### config.mk
export PLATFORM = sky130hd
export DESIGN_NAME = gemm_ctrl
export DESIGN_NICKNAME = d
export VERILOG_FILES = /design/src/rtl/gemm_pkg.sv /design/src/rtl/gemm_ctrl_counter.sv /design/src/rtl/gemm_ctrl.sv
export SDC_FILE = /design/constraint.sdc
export NUM_CORES = 1
export LEC_CHECK = 0
export BUFFER_PORTS_ARGS = -buffer_cell sky130_fd_sc_hd__buf_4
export CORE_ASPECT_RATIO = 0.6
export CORE_MARGIN = 2
export CORE_UTILIZATION = 55
export CTS_CLUSTER_SIZE = 8
export DETAILED_ROUTE_END_ITERATION = 6
export PLACE_DENSITY_LB_ADDON = 0.3
export SYNTH_ARGS = -nofsm -noshare
export SYNTH_HDL_FRONTEND = slang
export SYNTH_SLANG_ARGS = --single-unit
export TNS_END_PERCENT = 5
### constraint.sdc
create_clock -name clk_i -period 4.45 [get_ports clk_i]
set_input_delay 0.2225 -clock clk_i [delete_from_list [all_inputs] [get_ports clk_i]]
set_output_delay 0.2225 -clock clk_i [all_outputs]
set_load 0.02 [all_outputs]
### src/rtl/gemm_pkg.sv
// Shared definitions for the GEMM sequencing controller: FSM encoding,
// default address/size widths and the systolic mesh geometry.
package gemm_pkg;

    localparam int DefAddrWidth     = 12;
    localparam int DefSizeAddrWidth = 8;

    localparam int meshRow  = 4;
    localparam int meshCol  = 4;
    localparam int tileSize = 4;

    typedef enum logic [1:0] {
        ST_IDLE  = 2'd0,
        ST_RUN   = 2'd1,
        ST_DRAIN = 2'd2,
        ST_DONE  = 2'd3
    } gemm_state_e;

endpackage

### src/rtl/gemm_ctrl_counter.sv
// Loop index counter with a limit latched at load time and a
// combinational terminal-count flag; wraps to zero when advanced at the limit.
module gemm_ctrl_counter
    import gemm_pkg::*;
#(
    parameter int Width = DefSizeAddrWidth
) (
    input  logic             clk_i,
    input  logic             rst_ni,
    input  logic             load,
    input  logic [Width-1:0] size,
    input  logic             clr,
    input  logic             en,
    output logic [Width-1:0] count,
    output logic             last
);

    logic [Width-1:0] limit;

    always_ff @(posedge clk_i or negedge rst_ni) begin
        if (!rst_ni) begin
            count <= '0;
            limit <= '0;
        end else if (load) begin
            limit <= size - Width'(1);
            count <= '0;
        end else if (clr) begin
            count <= '0;
        end else if (en) begin
            count <= last ? '0 : count + Width'(1);
        end
    end

    assign last = (count == limit);

endmodule

### src/rtl/gemm_ctrl.sv
// GEMM tile sequencer: walks (m, n, k) with k innermost, drives SRAM A/B
// read addresses, the one-cycle-delayed mesh flags and the C write strobe.
//
//  state    | meaning
//  ---------+-----------------------------------------------------------
//  ST_IDLE  | waiting for start_i; sizes latched on acceptance
//  ST_RUN   | one (m,n,k) issue per cycle, A/B addresses valid
//  ST_DRAIN | issues finished, waiting for the final C write to retire
//  ST_DONE  | one-cycle done_o pulse, then back to idle
module gemm_ctrl
    import gemm_pkg::*;
#(
    parameter int AddrWidth     = DefAddrWidth,
    parameter int SizeAddrWidth = DefSizeAddrWidth
) (
    input  logic                     clk_i,
    input  logic                     rst_ni,
    input  logic                     start_i,
    input  logic [SizeAddrWidth-1:0] M_size_i,
    input  logic [SizeAddrWidth-1:0] K_size_i,
    input  logic [SizeAddrWidth-1:0] N_size_i,
    output logic [AddrWidth-1:0]     sram_a_addr_o,
    output logic [AddrWidth-1:0]     sram_b_addr_o,
    output logic [AddrWidth-1:0]     sram_c_addr_o,
    output logic                     sram_c_we_o,
    output logic                     mac_valid_o,
    output logic                     mac_first_o,
    output logic                     mac_last_o,
    output logic                     busy_o,
    output logic                     done_o
);

    gemm_state_e state, state_next;

    logic                     size_zero;
    logic                     load;
    logic                     run;
    logic                     tile_end;
    logic                     row_end;
    logic                     final_issue;

    logic [SizeAddrWidth-1:0] m_cnt, n_cnt, k_cnt;
    logic                     m_last, n_last, k_last;

    logic [AddrWidth-1:0]     k_step;
    logic [AddrWidth-1:0]     a_base;
    logic [AddrWidth-1:0]     b_base;
    logic [AddrWidth-1:0]     c_tile;
    logic [AddrWidth-1:0]     c_pipe;

    logic                     unused_cnt;

    assign size_zero   = (M_size_i == '0) || (K_size_i == '0) || (N_size_i == '0);
    assign load        = (state == ST_IDLE) && start_i && !size_zero;
    assign run         = (state == ST_RUN);
    assign tile_end    = run && k_last;
    assign row_end     = tile_end && n_last;
    assign final_issue = row_end && m_last;

    // m and n only matter through their terminal-count flags.
    assign unused_cnt = ^{m_cnt, n_cnt};

    gemm_ctrl_counter #(.Width(SizeAddrWidth)) u_cnt_m (
        .clk_i  (clk_i),
        .rst_ni (rst_ni),
        .load   (load),
        .size   (M_size_i),
        .clr    (!run),
        .en     (row_end),
        .count  (m_cnt),
        .last   (m_last)
    );

    gemm_ctrl_counter #(.Width(SizeAddrWidth)) u_cnt_n (
        .clk_i  (clk_i),
        .rst_ni (rst_ni),
        .load   (load),
        .size   (N_size_i),
        .clr    (!run),
        .en     (tile_end),
        .count  (n_cnt),
        .last   (n_last)
    );

    gemm_ctrl_counter #(.Width(SizeAddrWidth)) u_cnt_k (
        .clk_i  (clk_i),
        .rst_ni (rst_ni),
        .load   (load),
        .size   (K_size_i),
        .clr    (!run),
        .en     (run),
        .count  (k_cnt),
        .last   (k_last)
    );

    always_ff @(posedge clk_i or negedge rst_ni) begin
        if (!rst_ni) begin
            state <= ST_IDLE;
        end else begin
            state <= state_next;
        end
    end

    always_comb begin
        state_next = state;
        busy_o     = 1'b0;
        done_o     = 1'b0;
        unique case (state)
            ST_IDLE: begin
                if (start_i) begin
                    state_next = size_zero ? ST_DONE : ST_RUN;
                end
            end
            ST_RUN: begin
                busy_o = 1'b1;
                if (final_issue) begin
                    state_next = ST_DRAIN;
                end
            end
            ST_DRAIN: begin
                busy_o = 1'b1;
                // Last write is on the bus once nothing further is in the read pipe.
                if (sram_c_we_o && !mac_valid_o) begin
                    state_next = ST_DONE;
                end
            end
            ST_DONE: begin
                done_o     = 1'b1;
                state_next = ST_IDLE;
            end
            default: state_next = ST_IDLE;
        endcase
    end

    // Running bases replace m*K and n*K; C is simply the tile ordinal.
    always_ff @(posedge clk_i or negedge rst_ni) begin
        if (!rst_ni) begin
            k_step <= '0;
            a_base <= '0;
            b_base <= '0;
            c_tile <= '0;
        end else if (load) begin
            k_step <= AddrWidth'(K_size_i);
            a_base <= '0;
            b_base <= '0;
            c_tile <= '0;
        end else if (run) begin
            if (row_end) begin
                a_base <= a_base + k_step;
                b_base <= '0;
            end else if (tile_end) begin
                b_base <= b_base + k_step;
            end
            if (tile_end) begin
                c_tile <= c_tile + AddrWidth'(1);
            end
        end
    end

    assign sram_a_addr_o = run ? a_base + AddrWidth'(k_cnt) : '0;
    assign sram_b_addr_o = run ? b_base + AddrWidth'(k_cnt) : '0;

    always_ff @(posedge clk_i or negedge rst_ni) begin
        if (!rst_ni) begin
            mac_valid_o   <= 1'b0;
            mac_first_o   <= 1'b0;
            mac_last_o    <= 1'b0;
            c_pipe        <= '0;
            sram_c_we_o   <= 1'b0;
            sram_c_addr_o <= '0;
        end else begin
            mac_valid_o   <= run;
            mac_first_o   <= run && (k_cnt == '0);
            mac_last_o    <= tile_end;
            c_pipe        <= tile_end ? c_tile : '0;
            sram_c_we_o   <= mac_last_o;
            sram_c_addr_o <= mac_last_o ? c_pipe : '0;
        end
    end

endmodule

## Yosys cells after proc, flatten, opt, wreduce, memory -nomap -nowiden

Cells that the tools add are included.

| word-level totals | value |
|---|---|
| flip-flop bits (word level) | 122 |
| input bits | 27 |
| output and inout bits | 42 |

| cells by class | value |
|---|---|
| reductions and logical operators | 25 |
| $add $sub $neg | 11 |
| muxes and demuxes | 32 |
| equal/unequal tests | 11 |

Operators with widths:

| cell | count |
|---|---|
| two-way mux 12 bit | 14 |
| two-way mux 8 bit | 11 |
| adder 12 x 8 -> 12 bit | 4 |
| zero test 8 bit | 4 |
| adder 8 x 1 -> 8 bit (second input constant) | 3 |
| == test 8 bit | 3 |
| subtractor 8 x 1 -> 8 bit (second input constant) | 3 |
| adder 12 x 1 -> 12 bit (second input constant) | 1 |
| two-way mux 2 bit | 4 |
| case mux 2 bit (4 select lines) | 1 |
| logical AND 1 bit | 7 |
| != test 3 x 2 -> 1 bit (second input constant) | 2 |
| AND reduction 2 bit | 3 |
| nonzero test 2 bit | 3 |
| == test 2 bit (second input constant) | 2 |
| != test 2 bit (second input constant) | 2 |
| AND reduction 3 bit | 1 |
| nonzero test 3 bit | 1 |
| == test 2 x 1 -> 1 bit (second input constant) | 1 |
| zero test 1 bit | 2 |
| zero test 2 bit | 1 |
| logical OR 1 bit | 2 |
| two-way mux 1 bit | 2 |
| != test 2 x 1 -> 1 bit (second input constant) | 1 |
| OR reduction 2 bit | 1 |

## Longest topological paths before layout

| logic depth | value |
|---|---|
| depth after elaboration | 7 |
| mapped depth | 9 |
| mapped depth without buffers | 8 |

## Hierarchy

From an unflattened synthesis, not the netlist that was laid out.

| second synthesis, totals | value |
|---|---|
| cell total of the unflattened synthesis | 833 |
| area total of the unflattened synthesis | 7536.0 um^2 |

By module, submodules not included:

| module | cells each | area each (um^2) | times used |
|---|---|---|---|
| gemm_ctrl | 533 | 4754.6 | 1 |
| gemm_ctrl_counter | 100 | 927.1 | 3 |

## Least setup slack after synthesis

No wires, ideal clock.

| timing | value |
|---|---|
| path type | register to output |
| start | register u_cnt_k.count[0] |
| end | output port sram_b_addr_o[10] |
| data arrival time | 2489 ps |
| path slack | 1738 ps |
| path buffers | 0 |
| required time | 4228 ps |
| cell stages (with the launch flop) | 9 |
| path through | dfrtp_1 ha_1 fa_1 a21o_1 a211oi_1 nor2_1 o41ai_1 o21ai_0 a21oi_1 |

| on the way | value |
|---|---|
| cells in the longest elaborated chain, start to end | 2 |

Ends and longest elaborated chain:

| what | RTL line | RTL |
|---|---|---|
| start, declared | gemm_ctrl_counter.sv:14 | `output logic [Width-1:0] count,` |
| start signal, assigned | gemm_ctrl_counter.sv:30 | `count <= last ? '0 : count + Width'(1);` |
| adder 12 x 8 -> 12 bit | gemm_ctrl.sv:161 | `assign sram_b_addr_o = run ? b_base + AddrWidth'(k_cnt) : '0;` |
| two-way mux 12 bit | gemm_ctrl.sv:161 |  |
| end, declared | gemm_ctrl.sv:23 | `output logic [AddrWidth-1:0] sram_b_addr_o,` |

No other way between the ends.

## Worst setup path after layout

| timing | value |
|---|---|
| start | register u_cnt_k.count[0] |
| end | output port sram_a_addr_o[10] |

| on the way | value |
|---|---|
| cells in the longest elaborated chain, start to end | 2 |

Ends and longest elaborated chain:

| what | RTL line | RTL |
|---|---|---|
| adder 12 x 8 -> 12 bit | gemm_ctrl.sv:160 | `assign sram_a_addr_o = run ? a_base + AddrWidth'(k_cnt) : '0;` |
| two-way mux 12 bit | gemm_ctrl.sv:160 |  |
| end, declared | gemm_ctrl.sv:22 | `output logic [AddrWidth-1:0] sram_a_addr_o,` |

No other way between the ends.

==> out/qor.yml <==
die:
  rows: 32
  start_util_pct: 56.7
  die_x_um: 153
  io_pins: 69
  die_area_um2: 14300
  coreArea_um2: 12900
  die_h_um: 93.5
critical_path:
  critPathLaunchType: "flop"
  slowest_stage: "dfrtp_1"
  reg2regPathDepth: 7
  rr_startpoint: "u_cnt_k.count[1]"
  cp-end-kind: "output pin"
  critPathTopFamily: "compound AO/OA/AOI/OAI gates"
  timing.rr.end: "c_tile[8]"
  rrSetupSlack_ns: 1.30
  crit_type: "reg2out"
  worstPathMaxFanout: 9
  crit_chain: "ha_1, fa_1, a21o_1, a211oi_1, nor2_1, o41ai_1, o21ai_0, a21oi_1, buf_4"
  required_ns: 4.23
  critPathMaxStageDelay_ns: 0.51
  cp.arrival_ns: 3.18
  cp.buffers_inverters: 1
timing:
  fin_crit_ns: 3.40
  setup_viol: 0
  fin_ws_ns: 1.05
  clock.fmax_ghz: 0.294
  tns_ns: 0
  finalMaxSlewViolations: 0
  rsz0062_at_grt: "no"
  holdWs_ns: -0.0140
  finalCritPeriodShare_pct: 76.4
  worst_pin_slew_ns: 1.07
  fin_skew_ns: 0.00872
  slew_headroom_pct: 28.7
  hold_viol_final: 9
global_route:
  overflow: 0
  grt_pass1_vias: 5858
  antenna_found_initial: 0
  grt_max_degree: 82
  grt_use_total_pct: 27.9
  grt_pass1_wl_um: 31200
layout:
  fin_util_pct: 66.2
  layout_common_cells: "122 x dfrtp_1, 95 x nand2_1, 73 x buf_4"
  syn_to_final_growth_pct: 16.8
  fin_area_um2: 8570
  n_antenna_cell: 0
  fillCellCount: 1034
  final_net_count: 927
  layout-drive-gt1-share_pct: 14.5
  layout_commonest_cell: "dfrtp_1"
outcome:
  violations: "negative hold slack"
  status: "finished, violations left"
detailed_routing:
  via_per_inst: 5.95
  num_vias: 6139
  dr.first_iter.drc_count: 785
  routedWlPerCell_um: 18.4
  drtAntennaViolNets: 0
  route.detailed.drc: 0
  routed_wl_um: 19000
  first_pass_iters: 5
cts:
  clk_pin_slew_ns: 0.06
  cts.sinks: 122
  cts_tree: "yes"
  cts_root_buf: "clkbuf_16"
  hold_buffers: 0
  post_cts_buffers: 0
  htreeDepth: 4
  cts_resized: 0
  worstSkewPairLatency_ns: 0.42
  numCtsBuffers: 17
  cts.path.max_buffers: 2
synth:
  yosysWarnings: 0
  yosysTopAreaCellShare_pct: 41.6
  ys_ff_latch: 122
  synth.distinct_cells: 61
  ys_top_cells_by_area: "dfrtp_1 42%, ha_1 8.2%, xor2_1 5.5%"
  ys.flop_type: "dfrtp_1"
  async_reset_ff_share_pct: 100
  synth_edf_count: 0
  netlist_area_um2: 7330
  synth_cells: 783
  syn_area_per_cell_um2: 9.37
  syn_nets: 862
  synth_area_leader_cell: "dfrtp_1"
  ys_seq_area_share_pct: 41.6
power:
  leakagePower_uw: 0.00400
  powerDensity_nw_per_um2: 299
  ir_drop_mv: 0.244
place:
  place_ws_ns: 1.42
  finalWeightedCongestion: 0.936
  place_area_um2: 7990
  port_buffers: 68
  hpwlAfterDp_um: 13400
flow_run:
  max_cap_violations: 0
worst_hold_path:
  hold_class: "in2async"
cells in the mapped netlist (2+ instances only):
library cell and instances:
xnor2_1 45, nand4_1 11, a21o_1 5, nand2_1 95
and3_1 9, nand3_1 34, mux2_2 2, fa_1 4
o21ai_1 4, o41ai_1 2, o21bai_1 3, or3_1 6
a22o_1 3, nor2_1 70, a21boi_0 2, buf_1 3
xor2_1 46, nand3b_1 3, a31oi_1 10, nor4_4 2
o21ai_0 42, clkbuf_1 21, mux2i_1 10, a21oi_1 39
nor4_1 7, nand2b_1 8, dfrtp_1 122, ha_1 48
a211oi_1 8, o211ai_1 7, inv_1 22, o21a_1 4
a211o_1 3, o31a_1 2, nor3b_1 3, and2_1 33
or4_1 2, nor4_2 6, nor3_1 14, nor2b_1 2
worst register-to-register path, stage by stage, from the launching register on:
cell and delay [ns]:
dfrtp_1 0.55, xor2_1 0.26, nor4_2 0.40, nand3_2 0.53, inv_2 0.58, nand4_4 0.21, or3_1 0.39, a21oi_1 0.16
flip-flops by register name, indices dropped and copies added (netlist names), 2 cells and up:
signal,flops
b_base,12
state,2
u_cnt_m.limit,8
sram_c_addr_o,12
u_cnt_n.count,8
c_tile,12
c_pipe,12
u_cnt_k.limit,8
k_step,8
u_cnt_n.limit,8
u_cnt_m.count,8
a_base,12
u_cnt_k.count,8
logic make-up (layout without fill, tap and decap cells):
group	after synthesis	after routing	share of synthesized area [%]
AO/OA/AOI/OAI	142	142	11.8
adder cells (fa/ha/maj)	52	52	9.28
multiplexers	12	12	1.67
AND/OR/NAND/NOR	314	314	22.1
XOR/XNOR	91	91	10.9
buffers and inverters	50	128	2.73
flip-flops	122	122	41.6
final cells by class:
class                           instances  area, um2  share of cell area (%)
Timing Repair Buffer                   73        548                    6.40
Inverter                               23       86.3                    1.01
Sequential cell                       122       3050                    35.6
Clock inverter                         15        155                    1.81
Tap cell                              170        213                    2.48
Clock buffer                           17        425                    4.97
Multi-Input combinational cell        611       4090                    47.7
worst max-delay path by stage:
stage | cells past startpoint | to | slack, ns | start
CTS | 9 | sram_b_addr_o[10] | 1.04 | u_cnt_k.count[0]
floorplan | 8 | sram_b_addr_o[10] | 1.74 | u_cnt_k.count[0]
finish | 9 | sram_a_addr_o[10] | 1.05 | u_cnt_k.count[0]
detailed placement | 7 | c_tile[10] | 1.42 | u_cnt_k.count[1]
global route | 9 | sram_a_addr_o[10] | 0.75 | u_cnt_k.count[0]
global placement | 9 | sram_b_addr_o[10] | 1.59 | u_cnt_k.count[0]
report_power, final:
part | internal (uW) | switching (uW) | leakage (uW)
Sequential | 1110 | 0 | 0.00153
Clock | 790 | 584 | 0.000274
Combinational | 27.8 | 50.1 | 0.00219
Total | 1930 | 634 | 0.00400
per-layer routing:
layer,up-vias,wire [um],global-route usage [%]
li1,2847,-,-
met1,2998,9040,42.6
met2,274,7970,39.4
met3,20,1770,7.23
met4,0,184,6.79
met5,-,0,0
metrics by stage:
step                      cells  total power, uW  hold slack [ns]
after floorplan             783             1150          -0.0731
after global placement      999             1210            0.435
after detailed placement    999             1210            0.444
after CTS                  1031             2570           0.0158
after global routing       1031             2630           0.0245
final                      1031             2560          -0.0140
Note: power is estimated with default switching activity, not from simulation.
